## src/rtl/count_ctrl_pkg.sv

```systemverilog
// Shared types and defaults for the run/pause/clear controller.
// The state enum and decode helper are common to the FSM and any bound checker.
package count_ctrl_pkg;

  localparam int DEF_PRESCALE  = 1000;
  localparam int DEF_DB_CYCLES = 16;

  typedef enum logic [1:0] {
    ST_IDLE    = 2'd0,
    ST_RUNNING = 2'd1,
    ST_PAUSED  = 2'd2
  } state_e;

  // Observation bundle for checkers bound onto count_ctrl.
  typedef struct packed {
    state_e state;
    logic   run_level;
    logic   clear_level;
  } ctrl_dbg_t;

  // The unused encoding 2'd3 is treated as IDLE so a corrupted state self-recovers.
  function automatic state_e decode_state(input logic [1:0] raw);
    case (raw)
      2'd1:    return ST_RUNNING;
      2'd2:    return ST_PAUSED;
      default: return ST_IDLE;
    endcase
  endfunction

endpackage

```

## src/rtl/count_ctrl_btn_debounce.sv

```systemverilog
// Two-flop synchronizer plus counting debouncer for one raw push-button.
// press is combinational: high on the edge where the debounced level rises.
module btn_debounce #(
  parameter int DB_CYCLES = 16
) (
  input  logic clk,
  input  logic reset,
  input  logic btn_raw,
  output logic level,
  output logic press
);

  localparam int             CW       = $clog2(DB_CYCLES + 1);
  localparam logic [CW-1:0] CNT_LAST = CW'(DB_CYCLES - 1);

  logic          sync1_q, sync1_d;
  logic          sync2_q, sync2_d;
  logic          db_q, db_d;
  logic [CW-1:0] cnt_q, cnt_d;

  always_comb begin
    sync1_d = btn_raw;
    sync2_d = sync1_q;
    db_d    = db_q;
    cnt_d   = cnt_q;
    press   = 1'b0;
    if (sync2_q == db_q) begin
      cnt_d = '0;
    end else if (cnt_q == CNT_LAST) begin
      // Sample count reached: accept the new level; only a rising level is an event.
      db_d  = sync2_q;
      cnt_d = '0;
      press = sync2_q;
    end else begin
      cnt_d = cnt_q + 1'b1;
    end
  end

  always_ff @(posedge clk) begin
    if (reset) begin
      sync1_q <= 1'b0;
      sync2_q <= 1'b0;
      db_q    <= 1'b0;
      cnt_q   <= '0;
    end else begin
      sync1_q <= sync1_d;
      sync2_q <= sync2_d;
      db_q    <= db_d;
      cnt_q   <= cnt_d;
    end
  end

  assign level = db_q;

endmodule

```

## src/rtl/count_ctrl.sv

```systemverilog
// Run/pause/clear controller feeding a decade counter: debounced buttons drive a
// three-state FSM and a prescaler that emits one-cycle enable ticks and clear pulses.
module count_ctrl
  import count_ctrl_pkg::*;
#(
  parameter int PRESCALE  = DEF_PRESCALE,
  parameter int DB_CYCLES = DEF_DB_CYCLES
) (
  input  logic clk,
  input  logic reset,
  input  logic btn_run,
  input  logic btn_clear,
  output logic enable,
  output logic clear,
  output logic running
);

  localparam int             PW       = (PRESCALE > 1) ? $clog2(PRESCALE) : 1;
  localparam logic [PW-1:0] PCNT_MAX = PW'(PRESCALE - 1);

  logic run_level, run_press;
  logic clear_level, clear_press;

  btn_debounce #(.DB_CYCLES(DB_CYCLES)) u_db_run (
    .clk     (clk),
    .reset   (reset),
    .btn_raw (btn_run),
    .level   (run_level),
    .press   (run_press)
  );

  btn_debounce #(.DB_CYCLES(DB_CYCLES)) u_db_clear (
    .clk     (clk),
    .reset   (reset),
    .btn_raw (btn_clear),
    .level   (clear_level),
    .press   (clear_press)
  );

  state_e        state_q, state_d;
  state_e        state_cur;
  logic [PW-1:0] pcnt_q, pcnt_d;
  logic          enable_q, enable_d;
  logic          clear_q, clear_d;
  logic          running_q, running_d;
  logic          wrap;

  assign state_cur = decode_state(state_q);

  always_comb begin
    state_d = state_cur;
    pcnt_d  = pcnt_q;
    clear_d = 1'b0;
    wrap    = 1'b0;

    case (state_cur)
      ST_RUNNING: begin
        if (pcnt_q == PCNT_MAX) begin
          pcnt_d = '0;
          wrap   = 1'b1;
        end else begin
          pcnt_d = pcnt_q + 1'b1;
        end
      end
      ST_PAUSED: pcnt_d = pcnt_q;
      default:   pcnt_d = '0;
    endcase

    // Clear outranks run when both debounced presses land on the same edge.
    if (clear_press) begin
      state_d = ST_IDLE;
      clear_d = 1'b1;
    end else if (run_press) begin
      case (state_cur)
        ST_RUNNING: state_d = ST_PAUSED;
        default:    state_d = ST_RUNNING;
      endcase
    end

    if (state_d == ST_IDLE) pcnt_d = '0;

    // A wrap coinciding with a pause still ticks; one coinciding with clear does not.
    enable_d  = wrap & ~clear_press;
    running_d = (state_d == ST_RUNNING);
  end

  always_ff @(posedge clk) begin
    if (reset) begin
      state_q   <= ST_IDLE;
      pcnt_q    <= '0;
      enable_q  <= 1'b0;
      clear_q   <= 1'b0;
      running_q <= 1'b0;
    end else begin
      state_q   <= state_d;
      pcnt_q    <= pcnt_d;
      enable_q  <= enable_d;
      clear_q   <= clear_d;
      running_q <= running_d;
    end
  end

  assign enable  = enable_q;
  assign clear   = clear_q;
  assign running = running_q;

  // Observation point for bound checkers; not consumed by the datapath.
  ctrl_dbg_t unused_dbg;
  assign unused_dbg = '{state: state_cur, run_level: run_level, clear_level: clear_level};

endmodule

```

## config.mk

```make
export PLATFORM = sky130hd
export DESIGN_NAME = count_ctrl
export DESIGN_NICKNAME = d
export VERILOG_FILES = /design/src/rtl/count_ctrl_pkg.sv /design/src/rtl/count_ctrl_btn_debounce.sv /design/src/rtl/count_ctrl.sv
export SDC_FILE = /design/constraint.sdc
export NUM_CORES = 1
export LEC_CHECK = 0
export BUFFER_PORTS_ARGS = -buffer_cell sky130_fd_sc_hd__buf_2
export CAP_MARGIN = 40
export CORE_AREA = 2 2 56 52
export DETAILED_ROUTE_END_ITERATION = 8
export DIE_AREA = 0 0 58 54
export PLACE_DENSITY_LB_ADDON = 0.15
export REMOVE_ABC_BUFFERS = 1
export SYNTH_ARGS = -nofsm -noshare
export SYNTH_HDL_FRONTEND = slang
export SYNTH_SLANG_ARGS = --single-unit
```

## constraint.sdc

```tcl
create_clock -name clk -period 1.58 [get_ports clk]
set_input_delay 0.158 -clock clk [delete_from_list [all_inputs] [get_ports clk]]
set_output_delay 0.158 -clock clk [all_outputs]
set_load 0.03 [all_outputs]
```

Word level (Yosys, flattened, before mapping)
Cells that the tools add are included.
{"block": "word_totals", "inputBits": 4, "out_inout_bits": 3, "ff_bits": 31, "wordCells": 49}
{"block": "classes", "n_mux": 13, "bitwise_logic": 4, "eq_ne": 10, "add_sub_neg": 3, "reduce_logical": 6}
{"cell": "$pmux 10 s2", "count": 1}
{"cell": "$add 10x1->10 const B", "count": 1}
{"cell": "$add 5x1->5 const B", "count": 2}
{"cell": "$eq 10x10->1 const B", "count": 1}
{"cell": "$eq 5x4->1 const B", "count": 2}
{"cell": "$mux 10", "count": 1}
{"cell": "$mux 1", "count": 7}
{"cell": "$eq 2x1->1 const B", "count": 3}
{"cell": "$mux 2", "count": 3}
{"cell": "$reduce_or 3->1", "count": 2}
{"cell": "$eq 2x2->1 const B", "count": 2}
{"cell": "$pmux 2 s2", "count": 1}
{"cell": "$reduce_and 2->1", "count": 2}
{"cell": "$not 1->1", "count": 3}
{"cell": "$eq 1x1->1", "count": 2}
{"cell": "$logic_not 2->1", "count": 1}
{"cell": "$reduce_or 2->1", "count": 1}
{"cell": "$and 1x1->1", "count": 1}

Depth between registers and ports, before layout
{"block": "depth", "depth_word": 8, "ltp_mapped": 8, "depth_no_buf": 7}

By module
From an unflattened synthesis, not the netlist that was laid out.
{"block": "hier_totals", "cells_unflattened": 138, "hier_area_um2": 1313.8}
{"module": "count_ctrl", "cells_each": 80, "n_inst": 1, "area_per_inst_um2": 728.2}
{"module": "btn_debounce", "cells_each": 29, "n_inst": 2, "area_per_inst_um2": 292.8}

Least setup slack after synthesis
No wires, ideal clock.
{"block": "synth_path", "path_type": "register -> register", "start": "reg u_db_clear.cnt_q[0]", "end": "reg pcnt_q[7]", "path_buffers": 1, "setup_slack_ns": -0.114, "t_required_ns": 1.489, "arrival_time_ns": 1.603, "path_stages_with_launch": 9, "path_cell_list": "dfxtp_1 > ha_1 > and3_1 > ha_1 > nand2_1 > o21bai_1 > a31o_1 > buf_2 > a311oi_1"}
{"block": "synth_via", "elab_chain_cells": 6}
{"element": "start: declaration", "line_no": "count_ctrl_btn_debounce.sv:19", "source": "logic [CW-1:0] cnt_q, cnt_d;"}
{"element": "start signal: assignment", "line_no": "count_ctrl_btn_debounce.sv:49", "source": "cnt_q <= cnt_d;"}
{"element": "$eq 5x4->1", "line_no": "count_ctrl_btn_debounce.sv:29", "source": "end else if (cnt_q == CNT_LAST) begin"}
{"element": "$mux 1", "line_no": "count_ctrl_btn_debounce.sv:29"}
{"element": "$mux 1", "line_no": "count_ctrl_btn_debounce.sv:27", "source": "if (sync2_q == db_q) begin"}
{"element": "$mux 2", "line_no": "count_ctrl.sv:70", "source": "if (clear_press) begin"}
{"element": "$logic_not 2->1", "line_no": "count_ctrl.sv:80", "source": "if (state_d == ST_IDLE) pcnt_d = '0;"}
{"element": "$reduce_or 2->1 (no source line)"}
{"element": "end signal: assignment", "line_no": "count_ctrl.sv:96", "source": "pcnt_q <= pcnt_d;"}
{"element": "end: declaration", "line_no": "count_ctrl.sv:42", "source": "logic [PW-1:0] pcnt_q, pcnt_d;"}
No other way between the ends.
A chain may end at the register's enable or synchronous reset.

Worst setup path after layout
Ends and elaborated chain as after synthesis.

==> impl_results.md <==
- Sequential share of power: between 60% and 70%
- GPL Wtd Cong: 0.752
- Number of diodes: 0
- Fill count: 224
- Max Cap Viol: 0
- Congestion Overflow GR: 0
- Via density per instance: around 5.4
- Io pins: 7
- Clk slew on worst S/H paths: about 0.1 ns
- DRT Wirelength: 2.51 mm
- Largest net degree at the start of global routing: 11
- Final instance area: 1630 um2
- Total number of vias: roughly 1000
- # DRC: 0
- Pre-CTS WS: -0.160 ns
- CTS Sinks: 31
- Initial antenna violation count: 0
- Finished Layout Cells: 193
- CTS H-tree lvls: 2
- Type of origin of the critical path: flop
- Multi-input gate area: 766 um2
- Die area: 3130 um2
- Total power: 1.26 mW
- WL/cell: 13.0 um
- First-iteration detailed-routing DRC count: 27
- Worst-path fanout max: 5
- Commonest non-fill, non-tap cells in the layout: dfxtp_1 (28), nor2_1 (19), buf_4 (14)
- Clock share of power: 35.1%
- Synth warnings: 0
- Min-delay worst type: input port to flop
- Crit path kind: flop to flop
- Layout cell share with drive strength beyond 1: between 30% and 40%
- Cell variety after synth: 30
- Antenna Violating Nets Remaining: 0
- Initial Util: 48.7%
- Crit end category: flop
- First-pass GRT wire length: 4.18 mm
- Psw: roughly 0.29 mW
- Most common cell after layout, fill and taps aside: dfxtp_1
- Setup TNS: 0 ns
- Final #Nets: 171
- Sw Share: a little under a quarter
- Final hold violation count: 0
- Final Cycle Share: 96.9%
- Worst VDD drop: roughly 690 uV
- Power density over cell area: 773 nW/um2
- Placed inst area: ~1400 um2
- Worst Path Required: approximately 1.8 ns
- Clock Path Buffers: 2
- Synth Area per Inst: 9.28 um2
- Slew Limit Fails: 0
- Placeable Area: 2610 um2
- FMAX: between 600 and 700 MHz
- Worst Max-Slew Pin Slew: between 0.4 and 0.5 ns
- Vias in the first global route: 1005
- Cells after DPL: around 180
- Relative slew margins: around 68%
- Die Span Y: between 50 and 60 um
- Synth Register Bits: 31
- Synthesized instance count: 137
- Mapped Area: 1270 um2
- Static Leak: 0.573 nW
- Sequential-to-total area share from yosys stat: 48.8%
- Min Tclk post-route: 1.53 ns
- Gate power share: 2.1%
- PnR worst setup slack: a little under 0.05 ns
- DR pass1 iterations: 4
- Area growth syn-to-layout: 28.3%
- CTS tree: yes
- Root buf cell: clkbuf_4
- Clk_skew: 0.00582 ns
- Final setup fails: 0
- Critical Path AT: 1.78 ns
- DP Wirelength: 1.67 mm
- CTS buffer count: 5
- Register cell area after layout: 624 um2
- Status: complete, no violations
- GR Util All Layers: 18.0%
- Row cnt: 18
- Die X: 58 um
- Int Power: between 0.9 and 1 mW
- IO buf count: 6
- Unrepaired setup endpoints after global routing: true
- Worst-skew pair later-pin latency: 0.33 ns
cells by family after synthesis:
group	share of synthesized area, %
mux	1.57
simple gates	26.5
xor+xnor	4.82
fa+ha+maj	4.92
compound gates	11.0
flops	48.8
buf+inv	2.36
path summary, 6_finish.rpt:
check / from / depth (start not counted) / to / slack (ns)
min: btn_clear / 2 / u_db_clear.sync1_q / 0.04
max reg2reg: u_db_clear.cnt_q[0] / 7 / pcnt_q[7] / 0.05
max: u_db_clear.cnt_q[0] / 7 / pcnt_q[7] / 0.05
min reg2reg: u_db_clear.sync1_q / 1 / u_db_clear.sync2_q / 0.45
synth_stat cells:
| cell type | n | area share (%) |
|---|---|---|
| inv_1 | 4 | 1.2 |
| or3_1 | 4 | 2.0 |
| buf_2 | 3 | 1.2 |
| ha_1 | 5 | 4.9 |
| o21ai_0 | 3 | 1.2 |
| a31oi_2 | 1 | 0.98 |
| a311oi_1 | 2 | 1.4 |
| nor4bb_2 | 1 | 1.3 |
| a31oi_1 | 5 | 2.5 |
| and4_2 | 1 | 0.79 |
| dfxtp_1 | 31 | 49 |
| o211ai_1 | 1 | 0.59 |
| nor2b_1 | 6 | 3.0 |
| and4_1 | 1 | 0.69 |
| a21oi_1 | 4 | 1.6 |
| or4_1 | 1 | 0.59 |
| nand2_1 | 9 | 2.7 |
| a22oi_1 | 2 | 1.2 |
| nand2b_1 | 3 | 1.5 |
| o21bai_1 | 1 | 0.59 |
| o21ai_1 | 1 | 0.39 |
| mux2i_1 | 2 | 1.6 |
| nor2_1 | 20 | 5.9 |
| xor2_1 | 2 | 1.4 |
| xnor2_1 | 5 | 3.4 |
| nand3b_1 | 3 | 1.8 |
| nand3_1 | 8 | 3.1 |
| and3_1 | 5 | 2.5 |
| nor3_1 | 2 | 0.79 |
| a31o_1 | 1 | 0.69 |
stage by stage:
step	hold slack [ns]	utilization, %
2_1_floorplan	0.227	-
3_3_place_gp	0.366	54.1
3_5_place_dp	0.371	54.1
4_1_cts	0.0191	60.2
5_1_grt	0.0104	62.5
6_report	0.0351	62.5
power groups by stage:
| stage | sequential (mW) | combinational, mW | clock [mW] |
|---|---|---|---|
| 5_1_grt | 0.792 | 0.0303 | 0.494 |
| 4_1_cts | 0.791 | 0.0262 | 0.460 |
| 3_5_place_dp | 0.808 | 0.0233 | 0 |
| 3_3_place_gp | 0.808 | 0.0221 | 0 |
| 6_report | 0.791 | 0.0268 | 0.443 |
| 2_1_floorplan | 0.808 | 0.0106 | 0 |
layer usage:
layer	routed length [um]	vias to the layer above	GRT usage (%)
li1	-	533	-
met1	1130	493	20.3
met2	1230	12	30.5
met3	97	7	6.49
met4	45	0	8.91
met5	0	-	0
state kept, by name (all words and copies together), names as in the netlist, 2 cells and up:
signal,count
pcnt_q,10
state_q,2
u_db_clear.cnt_q,5
u_db_run.cnt_q,5
what timing repair did:
item	in CTS	in global routing
setup buffers	2	0
setup endpoints to repair	9	12
cloned	1	0
gates resized for setup	18	10
hold buffers	0	0
pin swaps	5	4
area by class of cell:
cell class / instances / area share (%)
Multi-Input combinational cell: 100 / 46.9
Sequential cell: 31 / 38.3
Timing Repair Buffer: 20 / 8.28
Clock buffer: 6 / 2.53
Tap cell: 30 / 2.30
Inverter: 4 / 0.920
Clock inverter: 2 / 0.767
critical path, cell delays in order (launching register included):
cell,delay (ns)
dfxtp_2,0.34
ha_2,0.18
and3_4,0.19
ha_4,0.17
nand2_4,0.06
o21bai_4,0.07
a31o_4,0.24
a311oi_1,0.19
Power figures use the tool's default switching activity.
